**config.mk**
```make
export PLATFORM = sky130hd
export DESIGN_NAME = sync_fifo
export DESIGN_NICKNAME = d
export VERILOG_FILES = /design/src/rtl/sync_fifo_pkg.sv /design/src/rtl/sync_fifo_mem.sv /design/src/rtl/sync_fifo.sv
export SDC_FILE = /design/constraint.sdc
export NUM_CORES = 2
export LEC_CHECK = 0
export ABC_CLOCK_PERIOD_IN_PS = 4700
export BUFFER_PORTS_ARGS = -buffer_cell sky130_fd_sc_hd__buf_4
export CAP_MARGIN = 20
export CORE_UTILIZATION = 45
export CTS_CLUSTER_SIZE = 25
export DETAILED_ROUTE_END_ITERATION = 10
export GPL_TIMING_DRIVEN = 1
export SKIP_LAST_GASP = 1
export SLEW_MARGIN = 20
export SYNTH_ARGS = -nofsm -noshare
export SYNTH_HDL_FRONTEND = slang
export SYNTH_SLANG_ARGS = --single-unit
```
**constraint.sdc**
```tcl
create_clock -name clk -period 4.7 [get_ports clk]
set_input_delay 0.47 -clock clk [delete_from_list [all_inputs] [get_ports clk]]
set_output_delay 0.47 -clock clk [all_outputs]
set_load 0.005 [all_outputs]
```
**src/rtl/sync_fifo_pkg.sv**
```systemverilog
// Shared constants and elaboration-time helpers for the sync_fifo slice.
package sync_fifo_pkg;

   localparam int MODE_STD  = 0;
   localparam int MODE_FWFT = 1;

   function automatic int clog2(input int value);
      int res;
      res = 0;
      for (int v = value - 1; v > 0; v = v >> 1) res++;
      return res;
   endfunction

   function automatic bit params_legal(input int data_w, input int depth,
                                       input int af_level, input int ae_level,
                                       input int fwft);
      bit ok;
      ok = (data_w >= 1) && (depth >= 4) && ((depth & (depth - 1)) == 0);
      ok = ok && (af_level >= 1) && (af_level <= depth - 1);
      ok = ok && (ae_level >= 1) && (ae_level <= depth - 1);
      ok = ok && ((fwft == MODE_STD) || (fwft == MODE_FWFT));
      return ok;
   endfunction

endpackage

```
**src/rtl/sync_fifo_mem.sv**
```systemverilog
// Unreset DATA_W x DEPTH register array: one synchronous write port, one asynchronous read port.
module sync_fifo_mem
   import sync_fifo_pkg::*;
#(
   parameter  int DATA_W = 8,
   parameter  int DEPTH  = 256,
   localparam int AW     = clog2(DEPTH)
)(
   input  logic              clk,
   input  logic              we_i,
   input  logic [AW-1:0]     waddr_i,
   input  logic [DATA_W-1:0] wdata_i,
   input  logic [AW-1:0]     raddr_i,
   output logic [DATA_W-1:0] rdata_o
);

   logic [DATA_W-1:0] mem_q [DEPTH];

   always_ff @(posedge clk) begin
      if (we_i) mem_q[waddr_i] <= wdata_i;
   end

   // Same-address read during a write returns the previously stored word.
   assign rdata_o = mem_q[raddr_i];

endmodule

```
**src/rtl/sync_fifo.sv**
```systemverilog
// Single-clock FIFO: pointers, occupancy count, status flags and read register around sync_fifo_mem.
module sync_fifo
   import sync_fifo_pkg::*;
#(
   parameter  int DATA_W   = 8,
   parameter  int DEPTH    = 256,
   parameter  int AF_LEVEL = DEPTH - 4,
   parameter  int AE_LEVEL = 4,
   parameter  int FWFT     = MODE_STD,
   localparam int AW       = clog2(DEPTH)
)(
   input  logic              clk,
   input  logic              rst,
   input  logic              w_en,
   input  logic [DATA_W-1:0] w_data,
   input  logic              r_en,
   output logic [DATA_W-1:0] r_data,
   output logic              w_full,
   output logic              r_empty,
   output logic              almost_full,
   output logic              almost_empty,
   output logic [AW:0]       count,
   output logic              overflow,
   output logic              underflow
);

   localparam logic [AW:0] CNT_FULL = (AW+1)'(DEPTH);
   localparam logic [AW:0] CNT_AF   = (AW+1)'(AF_LEVEL);
   localparam logic [AW:0] CNT_AE   = (AW+1)'(AE_LEVEL);
   localparam logic [AW:0] CNT_ONE  = (AW+1)'(1);

   generate
      if (!params_legal(DATA_W, DEPTH, AF_LEVEL, AE_LEVEL, FWFT)) begin : g_illegal
         $error("sync_fifo: illegal parameter set");
      end
   endgenerate

   logic [AW:0]       wr_ptr_q, wr_ptr_d;
   logic [AW:0]       rd_ptr_q, rd_ptr_d;
   logic [AW:0]       count_q, count_d;
   logic [DATA_W-1:0] r_data_q, r_data_d;
   logic [DATA_W-1:0] mem_rdata;
   logic              overflow_q, underflow_q;
   logic              wr_acc, rd_acc;

   // Flags come straight off the registered count, so they lag the causing edge by one cycle.
   assign w_full       = (count_q == CNT_FULL);
   assign r_empty      = (count_q == '0);
   assign almost_full  = (count_q >= CNT_AF);
   assign almost_empty = (count_q <= CNT_AE);
   assign wr_acc       = w_en && !w_full;
   assign rd_acc       = r_en && !r_empty;

   always_comb begin
      wr_ptr_d = wr_ptr_q;
      rd_ptr_d = rd_ptr_q;
      count_d  = count_q;
      r_data_d = r_data_q;
      if (wr_acc) wr_ptr_d = wr_ptr_q + CNT_ONE;
      if (rd_acc) begin
         rd_ptr_d = rd_ptr_q + CNT_ONE;
         r_data_d = mem_rdata;
      end
      case ({wr_acc, rd_acc})
         2'b10:   count_d = count_q + CNT_ONE;
         2'b01:   count_d = count_q - CNT_ONE;
         default: count_d = count_q;
      endcase
   end

   always_ff @(posedge clk) begin
      if (rst) begin
         wr_ptr_q    <= '0;
         rd_ptr_q    <= '0;
         count_q     <= '0;
         r_data_q    <= '0;
         overflow_q  <= 1'b0;
         underflow_q <= 1'b0;
      end else begin
         wr_ptr_q    <= wr_ptr_d;
         rd_ptr_q    <= rd_ptr_d;
         count_q     <= count_d;
         r_data_q    <= r_data_d;
         overflow_q  <= w_en && w_full;
         underflow_q <= r_en && r_empty;
      end
   end

   sync_fifo_mem #(
      .DATA_W (DATA_W),
      .DEPTH  (DEPTH)
   ) u_mem (
      .clk     (clk),
      .we_i    (wr_acc && !rst),
      .waddr_i (wr_ptr_q[AW-1:0]),
      .wdata_i (w_data),
      .raddr_i (rd_ptr_q[AW-1:0]),
      .rdata_o (mem_rdata)
   );

   // FWFT exposes the head word directly; standard mode presents the word popped last.
   assign r_data    = (FWFT == MODE_FWFT) ? mem_rdata : r_data_q;
   assign count     = count_q;
   assign overflow  = overflow_q;
   assign underflow = underflow_q;

endmodule
```
Yosys cells after proc, flatten, opt, wreduce, memory -nomap -nowiden
Memories as Yosys holds them, arrays and structs flattened. A register that Yosys moved wholly into a read port is not among the register bits.
Index checks and enable logic that the tools add are counted.
{"block": "totals", "register_bits": 29, "latch_bits": 0, "ram_bits": 2048, "mem_bits_ro": 0, "in_bits": 12, "output_inout_bits": 23, "elab_cells": 28, "mem_count": 1}
{"block": "op_classes", "add_sub_neg": 4, "mul": 0, "div": 0, "n_lt_le_gt_ge": 2, "eq_ne": 3, "shift": 0, "mux": 3, "n_bitwise": 0, "n_reduce_logical": 10}
{"name": "u_mem.mem_q", "depth": 256, "word_bits": 8, "rd": 1, "rd_clocked_by_memory_dff": 1, "write_ports": 1, "line_no": "sync_fifo_mem.sv:17", "rtl": "logic [DATA_W-1:0] mem_q [DEPTH];"}
{"cell": "$add 9x1->9 const B", "n": 3}
{"cell": "$pmux 9 s2", "n": 1}
{"cell": "$eq 9x9->1 const B", "n": 1}
{"cell": "$ge 9x8->1 const B", "n": 1}
{"cell": "$le 9x3->1 const B", "n": 1}
{"cell": "$logic_not 9->1", "n": 1}
{"cell": "$sub 9x1->9 const B", "n": 1}
{"cell": "$logic_and 1x1->1", "n": 5}
{"cell": "$logic_not 1->1", "n": 3}
{"cell": "$eq 2x1->1 const B", "n": 1}
{"cell": "$eq 2x2->1 const B", "n": 1}
{"cell": "$mux 1", "n": 2}
{"cell": "$reduce_bool 2->1", "n": 1}

Depth between registers and ports, before layout
{"block": "logic_depth", "depth_word": 6, "mapped_depth": 14, "depth_no_buf": 13}

Cells and area by module
A second synthesis with hierarchy kept.
{"block": "unflattened", "cells_unflattened": 3921, "hier_area_um2": 81166.6}
{"module": "sync_fifo_mem", "n_inst": 1, "cells_each": 3725, "area_each_um2": 79396.1, "seq_area_each_um2": 61499.0}
{"module": "sync_fifo", "n_inst": 1, "cells_each": 196, "area_each_um2": 1770.4, "seq_area_each_um2": 700.7}

Least setup slack after synthesis
Ideal clock, no wire load.
{"block": "synth_path", "kind": "register -> register", "start": "reg count_q[3] (netlist: count[3])", "end": "reg count_q[8] (netlist: count[8])", "setup_ns": 0.070, "arrival_time_ns": 4.044, "t_required_ns": 4.630, "path_slack_ns": 0.586, "stages_incl_launch_ff": 14, "n_path_buf": 1, "synth_period_minus_slack_ns": 4.114, "cell_sequence": "dfxtp_1 -> or4_1 -> o41ai_2 -> inv_2 -> clkbuf_1 -> ha_1 -> fa_1 -> a21o_1 -> a21oi_1 -> o21bai_1 -> a2111oi_0 -> nor4_1 -> or4_1 -> a21oi_1"}
{"block": "synth_via", "elab_chain_len": 5, "elab_cells_between_ends": 12, "classes_between": "add/sub: 2; eq/ne: 3; mux: 1; reduce/logical: 6"}
{"item": "start: declaration", "line_no": "sync_fifo.sv:40", "rtl": "logic [AW:0] count_q, count_d;"}
{"item": "start signal: assignment", "line_no": "sync_fifo.sv:82", "rtl": "count_q <= count_d;"}
{"item": "$logic_not 9->1 (*)", "line_no": "sync_fifo.sv:48", "rtl": "assign r_empty = (count_q == '0);"}
{"item": "$logic_not 1->1 (*)", "line_no": "sync_fifo.sv:52", "rtl": "assign rd_acc = r_en && !r_empty;"}
{"item": "$logic_and 1x1->1 (*)", "line_no": "sync_fifo.sv:52"}
{"item": "via rd_acc", "line_no": "sync_fifo.sv:44", "rtl": "logic wr_acc, rd_acc;"}
{"item": "$eq 2x1->1 or $eq 2x2->1 (tied branches)", "line_no": "sync_fifo.sv:64", "rtl": "case ({wr_acc, rd_acc})"}
{"item": "$pmux 9 s2 or $reduce_bool 2->1 (tied branches)"}
Mark *: on every way through the listed nets, which the timed path passes. The rest lies on a longest branch.
A chain may end at the register's enable or synchronous reset.

Final worst setup path
{"block": "layout_path", "start": "reg count_q[3] (netlist: count[3])", "end": "reg count_q[8] (netlist: count[8])"}
{"block": "layout_via", "elab_chain_len": 5, "elab_cells_between_ends": 12, "classes_between": "add/sub: 2; eq/ne: 3; mux: 1; reduce/logical: 6"}
{"item": "branches (longest 5 deep; another with $sub 9x1->9)"}
Parallel ways; which one is timed is not known.

==> results.json <==
{
  "outcome": "completed",
  "area_delta_synth_final_pct": 12.8,
  "setup_violations": 0,
  "top_level_ports": 35,
  "clock_latency_ns": 0.84,
  "postSynth.asyncResetShare_pct": 0,
  "grt_antenna_before_repair": 8,
  "synthMuxAreaShare_pct": 15.5,
  "ys.flop_type": "edfxtp_1",
  "final_max_slew_viol_count": 0,
  "layout_setup_ws_ns": 0.396,
  "final_nets": 4183,
  "fin_area_mm2": 0.0918,
  "ys_top_cells_by_area": "edfxtp_1 (76%), mux4_2 (13%), mux2i_1 (2.1%)",
  "power.density_mw_per_mm2": 475,
  "routedWlPerCell_um": 33.3,
  "worst_slew_margin_rel_pct": 14.3,
  "cts-root-buf": "clkbuf_16",
  "ant_nets": 0,
  "cap_violations": 0,
  "grt_first_pass_wirelength_um": 315000,
  "layout_min_cycle_time_ns": 4.30,
  "rsz0062_at_grt": "false",
  "start_util_pct": 45.5,
  "synth_xor_area_share_pct": 0.205,
  "ys.warnings.count": 0,
  "setup.worst_path.end_class": "register",
  "routed_wl_um": 223000,
  "drt_iter0_drc": 5334,
  "cts_tree": "done",
  "final_cell_mix": "edfxtp_1 (2048), mux4_2 (476), nor2_1 (315), buf_4 (211), clkbuf_16 (207)",
  "clockBufferDepth": 3,
  "synth_compound_area_share_pct": 2.93,
  "worst_pin_slew_ns": 1.28,
  "io_buffers": 34,
  "critPathMaxFanout": 12,
  "drc_errors": 0,
  "grt_pass1_vias": 40919,
  "ys_seq_area_share_pct": 76.4,
  "synth.largest_area_cell": "edfxtp_1",
  "hold_ws_ns": 0.0529,
  "syn_area_mm2": 0.0814,
  "synth-edff-count": 2048,
  "dpl.hpwl_um": 137000,
  "leakage_nw": 28.2,
  "skew_ns": 0.0363,
  "cts_buffers": 204,
  "worstSetupStartpointType": "register",
  "synth_top_family_by_area": "multiplexers",
  "place_area_mm2": 0.0853,
  "gp_congestion": 0.865,
  "die_x_um": 427,
  "arrival_ns": 5.07,
  "vdd_ir_drop_max_mv": 0.334,
  "grt_max_degree": 124,
  "synth_top_area_share_pct": 75.6,
  "postSynthRegisterBits": 2083,
  "path_class": "register to register",
  "post-route-period-util_pct": 91.6,
  "drtPass1Iterations": 8,
  "hold_path_class": "input pin to register",
  "drive_gt1_share_pct": 24.4,
  "fp-row-count": 155,
  "syn_avg_cell_area_um2": 20.7,
  "final-hold-violation-count": 0,
  "grt.overflow.total": 0,
  "htreeDepth": 4,
  "synth-simple-area-share_pct": 2.96,
  "grt.total_usage_pct": 24.6,
  "worstPathRequired_ns": 5.46,
  "path_clk_slew_ns": 0.06,
  "dieArea_mm2": 0.183,
  "dieHeight_um": 427,
  "fin_setup_tns_ns": 0,
  "post-place-ws_ns": 0.307,
  "max_freq_mhz": 232,
  "via_per_inst": 6.20,
  "vias": 41460,
  "synth_fa_ha_area_share_pct": 0.224,
  "utilization_pct": 51.3,
  "synth_cells": 3932,
  "mostFrequentLayoutCell": "edfxtp_1",
  "clock_sinks": 2083,
  "core_area_mm2": 0.179,
  "synth_nets": 3958,
  "yosysUniqueCellTypes": 76
}
worst paths after layout:
kind	start	end	depth (start not counted)	slack [ns]
worst min register to register	r_data[7]$_SDFFE_PP0P_	r_data[7]$_SDFFE_PP0P_	1	0.48
worst min-delay path	rst	count[0]$_SDFFE_PP0P_	2	0.05
worst max register to register	count[3]$_SDFFE_PP0P_	count[8]$_SDFFE_PP0P_	12	0.40
worst max-delay path	count[3]$_SDFFE_PP0P_	count[8]$_SDFFE_PP0P_	12	0.40
metrics by stage:
step                std cells  total power [mW]
floorplan                3932              25.8
detailed placement       6304              28.2
global route             6685              44.9
global placement         6303              28.2
finish                   6687              43.6
CTS                      6684              43.9
state kept, by name, indices dropped and copies added, names as in the netlist:
register	count
u_mem.mem_q	2048
count	9
r_data	8
rd_ptr_q	8
wr_ptr_q	8
overflow	1
underflow	1
cell type report:
type / count / area, um^2
multi-input cells: 1600 / 17800
clock inverters: 110 / 968
well taps: 2355 / 2950
flip-flops and latches: 2083 / 62200
inverters: 17 / 68.8
diodes: 3 / 7.51
clock buffers: 268 / 5460
fillers: 14067 / 87200
repair buffers: 251 / 2310
logic make-up after synthesis:
family | Yosys count
adders and majority gates | 14
muxes | 660
buffers and inverters | 249
AOI/OAI and AO/OA | 339
xor gates and xnor gates | 19
and+or+nand+nor | 568
DFF | 2083
what timing repair did:
| item | CTS | global route |
|---|---|---|
| resized for setup | 0 | 1 |
| hold endpoints to repair | 2 | 0 |
| buffers inserted | 0 | 0 |
| endpoints found under the setup margin | 0 | 1 |
| hold buffers | 2 | 0 |
metal layers:
metal / global-route usage [%] / vias to the layer above / share of wire (%) / routed length [um]
met5: 0 / - / 0.013 / 28
met3: 4.29 / 326 / 7.9 / 17700
li1: - / 16794 / - / -
met4: 7.55 / 4 / 3.1 / 7000
met1: 35.6 / 22378 / 42 / 92800
met2: 38.3 / 1958 / 47 / 105000
synth_stat cells, types with 19 or more instances:
library cell and count:
a21oi_1 67, o221ai_1 19, a221oi_1 19, edfxtp_1 2048, buf_4 29, nand2_1 125
o22ai_1 28, o21ai_0 32, dfxtp_1 35, buf_2 55, buf_6 27, nand3_1 32
nor2_1 319, clkbuf_1 96, mux4_2 476, mux2i_1 171, a22oi_1 52
worst max-delay path, cell delays in order, from the launching register on:
cell and delay, ns:
dfxtp_1 0.36, or4_1 0.59, o41ai_2 0.42, inv_2 0.22, ha_1 0.38, fa_1 0.46
a21o_1 0.18, a21oi_1 0.22, o21bai_1 0.12, a2111oi_1 0.51, nor4_1 0.13, or4_1 0.50
a21oi_1 0.15
power breakdown:
group / internal, mW / total [mW] / switching (mW)
logic: 3.23 / 7.01 / 3.79
registers: 20.5 / 20.7 / 0.244
clock network: 8.90 / 15.9 / 7.00
total: 32.6 / 43.6 / 11.0
No activity file was read; power rests on OpenSTA's default activity.
